$ cat config.mk
export PLATFORM = sky130hd
export DESIGN_NAME = sha256_state_acc
export DESIGN_NICKNAME = d
export VERILOG_FILES = /design/src/rtl/sha256_state_acc.sv
export SDC_FILE = /design/constraint.sdc
export NUM_CORES = 1
export LEC_CHECK = 0
export CAP_MARGIN = 10
export CORE_UTILIZATION = 26
export DETAILED_ROUTE_END_ITERATION = 8
export PLACE_DENSITY = 0.46
export SYNTH_ARGS = -nofsm -noshare
export SYNTH_HDL_FRONTEND = slang
export SYNTH_SLANG_ARGS = --single-unit
$ cat constraint.sdc
create_clock -name clk -period 4.5 [get_ports clk]
set_input_delay 0.9 -clock clk [delete_from_list [all_inputs] [get_ports clk]]
set_output_delay 0.9 -clock clk [all_outputs]
set_load 0.02 [all_outputs]
$ cat src/rtl/sha256_state_acc.sv
// sha256_state_acc: chaining-state accumulator for multi-block SHA-256.
// Adds each compression result into the chaining words (mod 2^WIDTH per word).
// It counts blocks up to a latched block count and emits the final digest.
// Optional feature macro: SHA_MIDSTATE_EN (adds start_mid and a midstate register).
// Ports:
//   clk, rst          : clock, synchronous active-high reset
//   start, num_blocks : begin a message from IV; block count (0 treated as 1)
//   start_mid         : resume from the saved midstate (only with SHA_MIDSTATE_EN)
//   comp_valid/ready  : compression result handshake
//   comp_in           : compression output, word0 (a) at LSBs
//   chain_out         : current chaining value
//   digest            : final sum
//   digest_valid      : one-cycle pulse when digest updates
//   busy, blk_idx     : accumulating; index of the block currently expected
module sha256_state_acc #(
   parameter int WIDTH = 32,
   parameter int WORDS = 8,
   parameter int BLK_W = 4,
   parameter logic [WORDS*WIDTH-1:0] IV = {
      32'h5be0cd19, 32'h1f83d9ab,
      32'h9b05688c, 32'h510e527f,
      32'ha54ff53a, 32'h3c6ef372,
      32'hbb67ae85, 32'h6a09e667
   }
) (
   input  logic                   clk,
   input  logic                   rst,
   input  logic                   start,
`ifdef SHA_MIDSTATE_EN
   input  logic                   start_mid,
`endif
   input  logic [BLK_W-1:0]       num_blocks,
   input  logic                   comp_valid,
   output logic                   comp_ready,
   input  logic [WORDS*WIDTH-1:0] comp_in,
   output logic [WORDS*WIDTH-1:0] chain_out,
   output logic [WORDS*WIDTH-1:0] digest,
   output logic                   digest_valid,
   output logic                   busy,
   output logic [BLK_W-1:0]       blk_idx
);

   typedef enum logic {
      IDLE,
      ACCUM
   } state_t;

   localparam int N = WORDS * WIDTH;

   state_t           state_q, state_d;
   logic [N-1:0]     chain_q, chain_d;
   logic [N-1:0]     digest_q, digest_d;
   logic             dv_q, dv_d;
   logic [BLK_W-1:0] blk_q, blk_d;
   logic [BLK_W-1:0] nb_q, nb_d;

   logic [N-1:0]     sum;
   logic [BLK_W-1:0] nb_eff;
   logic             xfer;
   logic             last;

`ifdef SHA_MIDSTATE_EN
   logic [N-1:0]     mid_q, mid_d;
   logic             mid_v_q, mid_v_d;
`endif

   assign comp_ready   = (state_q == ACCUM);
   assign busy         = (state_q == ACCUM);
   assign chain_out    = chain_q;
   assign digest       = digest_q;
   assign digest_valid = dv_q;
   assign blk_idx      = blk_q;

   assign xfer   = comp_valid && comp_ready;
   assign nb_eff = (num_blocks == '0) ? BLK_W'(1) : num_blocks;
   // nb_q is never 0, so nb_q-1 cannot underflow.  ">=" keeps a
   // midstate resume with nb=1 (blk_idx=1) from running forever.
   assign last   = (blk_q >= nb_q - BLK_W'(1));

   // Word-wise add; carries never cross word boundaries.
   always_comb begin
      sum = '0;
      for (int i = 0; i < WORDS; i++) begin
         sum[i*WIDTH +: WIDTH] =
            chain_q[i*WIDTH +: WIDTH] + comp_in[i*WIDTH +: WIDTH];
      end
   end

   always_comb begin
      state_d  = state_q;
      chain_d  = chain_q;
      digest_d = digest_q;
      dv_d     = 1'b0;
      blk_d    = blk_q;
      nb_d     = nb_q;
`ifdef SHA_MIDSTATE_EN
      mid_d    = mid_q;
      mid_v_d  = mid_v_q;
`endif
      if (start) begin
         chain_d = IV;
         blk_d   = '0;
         nb_d    = nb_eff;
         state_d = ACCUM;
      end
`ifdef SHA_MIDSTATE_EN
      else if (start_mid) begin
         nb_d    = nb_eff;
         state_d = ACCUM;
         if (mid_v_q) begin
            chain_d = mid_q;
            blk_d   = BLK_W'(1);
         end else begin
            chain_d = IV;
            blk_d   = '0;
         end
      end
`endif
      else if (xfer) begin
         if (last) begin
            digest_d = sum;
            dv_d     = 1'b1;
            chain_d  = IV;
            blk_d    = '0;
            state_d  = IDLE;
         end else begin
            chain_d = sum;
            blk_d   = blk_q + BLK_W'(1);
`ifdef SHA_MIDSTATE_EN
            // Block 0 of a multi-block message: save for later nonces.
            if (blk_q == '0) begin
               mid_d   = sum;
               mid_v_d = 1'b1;
            end
`endif
         end
      end
   end

   always_ff @(posedge clk) begin
      if (rst) begin
         state_q  <= IDLE;
         chain_q  <= IV;
         digest_q <= '0;
         dv_q     <= 1'b0;
         blk_q    <= '0;
         nb_q     <= BLK_W'(1);
`ifdef SHA_MIDSTATE_EN
         mid_q    <= '0;
         mid_v_q  <= 1'b0;
`endif
      end else begin
         state_q  <= state_d;
         chain_q  <= chain_d;
         digest_q <= digest_d;
         dv_q     <= dv_d;
         blk_q    <= blk_d;
         nb_q     <= nb_d;
`ifdef SHA_MIDSTATE_EN
         mid_q    <= mid_d;
         mid_v_q  <= mid_v_d;
`endif
      end
   end

endmodule

; ---- Yosys cells after proc, flatten, opt, wreduce, memory -nomap -nowiden
; Index checks and enable logic that the tools add are counted.
[word_totals]
ff_bits = 522
input_bits = 264
out_inout_bits = 519
wordCells = 34
[classes]
n_addsub = 10
order_cmp = 1
n_mux = 7
bitwise = 2
n_reduce_logical = 8
[op_table]
columns = op, n
row1 = $add A32 B32 Y32, 8
row2 = $mux W256, 1
row3 = $mux W4, 2
row4 = $add A4 B1 Y4 const B, 1
row5 = $ge A4 B4 Y1, 1
row6 = $logic_not A4 Y1, 1
row7 = $mux W1, 4
row8 = $reduce_bool A2 Y1, 2
row9 = $sub A4 B1 Y4 const B, 1
row10 = $reduce_and A3 Y1, 1
row11 = $reduce_or A3 Y1, 1
row12 = $not A1 Y1, 2
row13 = $reduce_and A2 Y1, 1
row14 = $reduce_or A2 Y1, 1
row15 = $logic_and A1 B1 Y1, 1

; ---- Logic depth before layout (Yosys ltp)
[logic_depth]
ltp_word = 5
mapped_depth = 14
depth_no_buf = 12

; ---- Worst setup path after synthesis
; No wires, ideal clock.
[synth_path]
kind = input to register
startpoint = in comp_in[224]
endpoint = reg digest_q[254] (netlist: digest[254])
setup_ps = 128
arrival_ps = 3390
required_time_ps = 4372
path_slack_ps = 982
cell_stages = 12
path_buffers = 0
path_cell_list = ha_1 > fa_1 > a21oi_1 > o31a_1 > o21ai_0 > o41ai_1 > a21boi_1 > o21ai_1 > o21ai_1 > o31ai_1 > xor2_1 > o21ai_0
[synth_between]
elab_chain_len = 1
[synth_lines]
columns = element, line
row1 = from (decl), 35  ; input logic [WORDS*WIDTH-1:0] comp_in,
row2 = $add A32 B32 Y32, 85  ; chain_q[i*WIDTH +: WIDTH] + comp_in[i*WIDTH +: WIDTH];
row3 = to (signal assigned), 155  ; digest_q <= digest_d;
row4 = to (decl), 52  ; logic [N-1:0] digest_q, digest_d;
; No other way between the ends.
; A chain may end at the register's enable or synchronous reset.

; ---- Worst setup path in the final report
[layout_path]
startpoint = in comp_in[192]
endpoint = reg chain_q[222] (netlist: chain_out[222])
[layout_between]
elab_chain_len = 2
[layout_lines]
columns = element, line
row1 = $add A32 B32 Y32, 85
row2 = $mux W256, 120  ; if (last) begin
row3 = to (signal assigned), 154  ; chain_q <= chain_d;
row4 = to (decl), 51  ; logic [N-1:0] chain_q, chain_d;
; No other way between the ends.

==> impl_results.html <==
<table>
<tr><th>Metric</th><th>Value</th></tr>
<tr><th colspan="2">Global route</th></tr>
<tr><td>First-pass GRT wire length</td><td>189,000 um</td></tr>
<tr><td>Initial antenna violation count</td><td>19</td></tr>
<tr><td>Vias in the first global route</td><td>27,800</td></tr>
<tr><td>Pin count of the biggest net entering global routing</td><td>86</td></tr>
<tr><td>Sum of overflow across all layers after global routing</td><td>0</td></tr>
<tr><td>Overall track demand over capacity in global routing</td><td>0.224</td></tr>
<tr><th colspan="2">Floorplan</th></tr>
<tr><td>Initial core utilization</td><td>0.264</td></tr>
<tr><td>Die width</td><td>336 um</td></tr>
<tr><td>Die Span Y</td><td>336 um</td></tr>
<tr><td>Std-Cell Core Area</td><td>110,000 um^2</td></tr>
<tr><td>Area of the die</td><td>113,000 um^2</td></tr>
<tr><td>I/O pins</td><td>783</td></tr>
<tr><td>Standard-cell rows</td><td>121</td></tr>
<tr><th colspan="2">Final layout</th></tr>
<tr><td>Net total in the final layout</td><td>4,565</td></tr>
<tr><td>Fill cells</td><td>11,300</td></tr>
<tr><td>Area growth from synthesis to final layout</td><td>41.0%</td></tr>
<tr><td>Share of final-layout standard cells stronger than drive strength 1</td><td>0.0490</td></tr>
<tr><th colspan="2">Worst setup path</th></tr>
<tr><td>Crit Path Category</td><td>in -&gt; reg</td></tr>
<tr><td>Most common cell on crit path</td><td>o21ai_0</td></tr>
<tr><td>Beginning of the critical path</td><td>comp_in[192]</td></tr>
<tr><td>Worst path required time</td><td>5.00 ns</td></tr>
<tr><td>Highest-delay cell along the critical path</td><td>fa_1</td></tr>
<tr><td>End of the critical path</td><td>chain_out[222]</td></tr>
<tr><td>R2r startpoint</td><td>chain_out[192]</td></tr>
<tr><td>Startpoint types</td><td>primary input</td></tr>
<tr><td>Worst-case register-to-register setup slack</td><td>1.09 ns</td></tr>
<tr><td>R2R depth</td><td>12</td></tr>
<tr><td>Largest stage delay on the critical path</td><td>0.44 ns</td></tr>
<tr><td>Largest fanout on the critical path</td><td>3</td></tr>
<tr><td>Cell-by-cell listing of the critical path</td><td>clkdlybuf4s50_1 -&gt; ha_1 -&gt; fa_1 -&gt; a211oi_1 -&gt; o21ai_0 -&gt; a32oi_1 -&gt; o21ai_1 -&gt; nand2_1 -&gt; a41oi_1 -&gt; or4_1 -&gt; a31oi_1 -&gt; xor2_1 -&gt; o21ai_0</td></tr>
<tr><td>CP Data Arrival Time</td><td>4.27 ns</td></tr>
<tr><td>Worst reg2reg endpoint</td><td>chain_out[222]</td></tr>
<tr><td>Crit end category</td><td>flip-flop</td></tr>
<tr><th colspan="2">STA</th></tr>
<tr><td>Top achievable clock speed</td><td>265 MHz</td></tr>
<tr><td>Number of failing hold endpoints at the final stage</td><td>0</td></tr>
<tr><td>Final clock skew</td><td>0.0333 ns</td></tr>
<tr><td>Final setup violation count</td><td>0</td></tr>
<tr><td>Final count of pins violating max slew</td><td>0</td></tr>
<tr><td>Tcrit/Tclk final</td><td>0.839</td></tr>
<tr><td>Slew headroom</td><td>0.354</td></tr>
<tr><td>Unrepaired setup endpoints after global routing</td><td>false</td></tr>
<tr><td>Shortest period the worst path allows</td><td>3.77 ns</td></tr>
<tr><td>Slew at the pin closest to its max-slew limit</td><td>0.969 ns</td></tr>
<tr><td>Hold WS</td><td>0.453 ns</td></tr>
<tr><td>Setup Total Neg Slack</td><td>0 ns</td></tr>
<tr><th colspan="2">Drt</th></tr>
<tr><td>Total wire length</td><td>132,000 um</td></tr>
<tr><td>1st-pass router iterations</td><td>7</td></tr>
<tr><td>Routed wirelength normalized by instance count</td><td>23.7 um</td></tr>
<tr><td>Total DRC errors in the routed layout</td><td>0</td></tr>
<tr><td>Via-to-Cell Ratio</td><td>5.04</td></tr>
<tr><td>Via count</td><td>28,100</td></tr>
<tr><td>1st-iter DRT viols</td><td>1,578</td></tr>
<tr><td>Post-DRT Antenna Nets</td><td>0</td></tr>
<tr><th colspan="2">Synth</th></tr>
<tr><td>Adder-cell area share of the yosys netlist</td><td>0.115</td></tr>
<tr><td>Fraction of synthesized area in multiplexers</td><td>0.00208</td></tr>
<tr><td>Number of enable flip-flop cells after synthesis</td><td>0</td></tr>
<tr><td>Primary FF master, synth</td><td>dfxtp_1</td></tr>
<tr><td>Async set-reset flop share out of synthesis</td><td>0</td></tr>
<tr><td>Total of flip-flops plus latches after synthesis</td><td>522</td></tr>
<tr><td>Leading post-synthesis cells by cell area</td><td>dfxtp_1 (36%), ha_1 (11%), a22o_1 (8.2%)</td></tr>
<tr><td>Dominant cell type by area after synthesis</td><td>dfxtp_1</td></tr>
<tr><td>Mapped Cells</td><td>3,313</td></tr>
<tr><td>Combinational family with the most area after synthesis</td><td>compound AO/OA/AOI/OAI gates</td></tr>
<tr><td>Count of cell types in the netlist</td><td>81</td></tr>
<tr><td>Fraction of synthesized cell area in xor and xnor cells</td><td>0.0720</td></tr>
<tr><td>Compound-cell area share of the yosys netlist</td><td>0.281</td></tr>
<tr><td>Post-synthesis cell area</td><td>28,900 um^2</td></tr>
<tr><td>Post-synthesis share of cell area spent on and, or, nand and nor gates</td><td>0.136</td></tr>
<tr><td>Sequential share of the synthesized area</td><td>0.361</td></tr>
<tr><td>YS warnings</td><td>0</td></tr>
<tr><td>Share of the synthesized area in the top cell type</td><td>0.361</td></tr>
<tr><td>Average instance area after synthesis</td><td>8.73 um^2</td></tr>
<tr><td>Nets in the synthesized netlist</td><td>3,839</td></tr>
<tr><th colspan="2">Clock tree</th></tr>
<tr><td>Clock transition time at the flip-flop clock pins of the worst setup and hold paths</td><td>0.06 ns</td></tr>
<tr><td>Number of gates resized after CTS</td><td>0</td></tr>
<tr><td>Clock root buffer</td><td>clkbuf_16</td></tr>
<tr><td>Setup fix buffers added after clock tree synthesis</td><td>0</td></tr>
<tr><td>H-tree depth</td><td>3</td></tr>
<tr><td>Number of buffers inserted during clock tree synthesis</td><td>68</td></tr>
<tr><td>Deepest clock path buffer count</td><td>3</td></tr>
<tr><td>CTS tree</td><td>done</td></tr>
<tr><td>Clock Sinks</td><td>522</td></tr>
<tr><td>Quantity of hold-fixing buffers added after cts</td><td>0</td></tr>
<tr><td>Clock latency on the worst-skew pair</td><td>0.64 ns</td></tr>
<tr><th colspan="2">Power</th></tr>
<tr><td>Clk pwr share</td><td>0.422</td></tr>
<tr><td>Switching power total</td><td>4000 uW</td></tr>
<tr><td>Switch share</td><td>0.302</td></tr>
<tr><td>Leakage power</td><td>0.0166 uW</td></tr>
<tr><td>Relative contribution of sequential cells to total power</td><td>0.365</td></tr>
<tr><td>Peak supply drop</td><td>0.000222 V</td></tr>
<tr><td>Logic gate share of total power</td><td>0.213</td></tr>
<tr><td>Internal portion of total power</td><td>9260 uW</td></tr>
<tr><td>Pwr Density</td><td>325 nW/um^2</td></tr>
<tr><th colspan="2">Run</th></tr>
<tr><td>Number of max-cap violations</td><td>0</td></tr>
<tr><th colspan="2">Status</th></tr>
<tr><td>Result of the run</td><td>finished clean</td></tr>
<tr><th colspan="2">Placement</th></tr>
<tr><td>Post-DP HPWL</td><td>98,800 um</td></tr>
<tr><td>Count of buffers inserted at the top-level ports</td><td>782</td></tr>
<tr><td>Final estimated routing congestion in global placement</td><td>0.901</td></tr>
<tr><th colspan="2">Hold path</th></tr>
<tr><td>Class of the most critical hold timing path</td><td>reg -&gt; reg</td></tr>
</table>
-- logic make-up after synthesis --
family                   after synthesis
XOR/XNOR                             236
adder cells (fa/ha/maj)              262
multiplexers                           6
flip-flops                           522
AO/OA/AOI/OAI                       1158
buffers and inverters                246
AND/OR/NAND/NOR                      883
-- critical path: cells and delay by family --
kind,cells,cell delay (ns)
AO/OA/AOI/OAI,7,1.53
adder cells (fa/ha/maj),2,0.67
AND/OR/NAND/NOR,2,0.55
buffers and inverters,1,0.41
XOR/XNOR,1,0.19
-- cells in the final DEF, fill, tap and decap left out, drive strengths merged, types with 8 or more instances in the layout --
master	count
a41oi	9
a22oi	34
nor3	21
o31ai	12
dfxtp	522
ha	254
a31oi	28
o211ai	22
a21oi	262
o21ai	175
clkbuf	92
a211o	8
a21boi	9
and2	15
clkdlybuf4s50	782
o21bai	45
nand4	34
xnor2	158
or3	11
a22o	270
a211oi	25
nand2b	21
nor2b	17
a221oi	8
and3	20
inv	67
diode	8
xor2	77
o21a	26
nand2	392
a21o	150
clkinv	14
o22a	24
fa	8
buf	56
nand3	147
nor2	174
-- Yosys cell counts, types with 6 or more instances --
cell type and instances:
a21o_1 150, nor2b_1 17, o21ai_1 9, mux2i_1 6, a22o_1 270, nand4_1 34, and3_1 20, a21oi_1 262
dfxtp_1 522, o21a_1 26, a211o_1 8, xor2_1 77, a21boi_0 6, o31ai_1 12, ha_1 254, o21bai_1 45
nor4_1 6, clkbuf_1 171, a31oi_1 28, nand2b_1 21, xnor2_1 158, o21ai_0 166, fa_1 8, nand2_1 392
and2_1 14, or3_1 11, o211ai_1 22, a211oi_1 25, a41oi_1 6, nor3_1 21, o22a_1 24, inv_1 63
nand3_1 147, nor2_1 174, a22oi_1 34
-- per-layer routing --
layer,GRT usage,vias up,share of wire
li1,-,13700,-
met1,0.276,13400,0.43
met2,0.384,850,0.48
met3,0.0617,161,0.070
met4,0.0535,22,0.022
met5,0,-,0.0011
-- flip-flops by register name, indices dropped and copies added, names as in the netlist --
register	count
nb_q	4
chain_out	256
blk_idx	4
digest_valid	1
busy	1
digest	256
-- through the flow --
| stage | instance area [um^2] | utilization | power, uW | worst slack, ns | std cells |
|---|---|---|---|---|---|
| 2_1_floorplan | 28900 | - | 6600 | 0.982 | 3313 |
| 3_3_place_gp | 38500 | 0.352 | 7780 | 0.123 | 5445 |
| 3_5_place_dp | 38500 | 0.352 | 7770 | 0.120 | 5445 |
| 4_1_cts | 40700 | 0.372 | 13400 | 0.785 | 5560 |
| 5_1_grt | 40800 | 0.372 | 13800 | 0.449 | 5564 |
| 6_report | 40800 | 0.372 | 13300 | 0.725 | 5568 |
-- final cells by class --
class,count,area [um^2],area share
Antenna cell,8,20.0,0.000491
Clock buffer,92,1970,0.0482
Clock inverter,23,254,0.00623
Inverter,64,248,0.00608
Multi-Input combinational cell,2545,17600,0.432
Sequential cell,522,10500,0.256
Tap cell,1476,1850,0.0453
Timing Repair Buffer,838,8360,0.205
-- how the worst min path moves through the flow --
stage                      from          end  slack [ns]  cells after the start
finish              digest[124]  digest[124]        0.45                      2
global route        digest[186]  digest[186]        0.48                      2
CTS                 digest[114]  digest[114]        0.46                      2
detailed placement  digest[114]  digest[114]        0.45                      2
global placement    digest[124]  digest[124]        0.44                      2
floorplan               nb_q[3]      nb_q[3]        0.48                      2
-- power by group through the flow --
stage / clock [uW] / combinational (uW) / sequential (uW)
after floorplan: 0 / 1540 / 5050
after global placement: 0 / 2830 / 4950
after detailed placement: 0 / 2820 / 4950
after CTS: 5760 / 2840 / 4850
after global routing: 5910 / 3070 / 4860
final: 5590 / 2820 / 4850
Power figures use the tool's default switching activity.
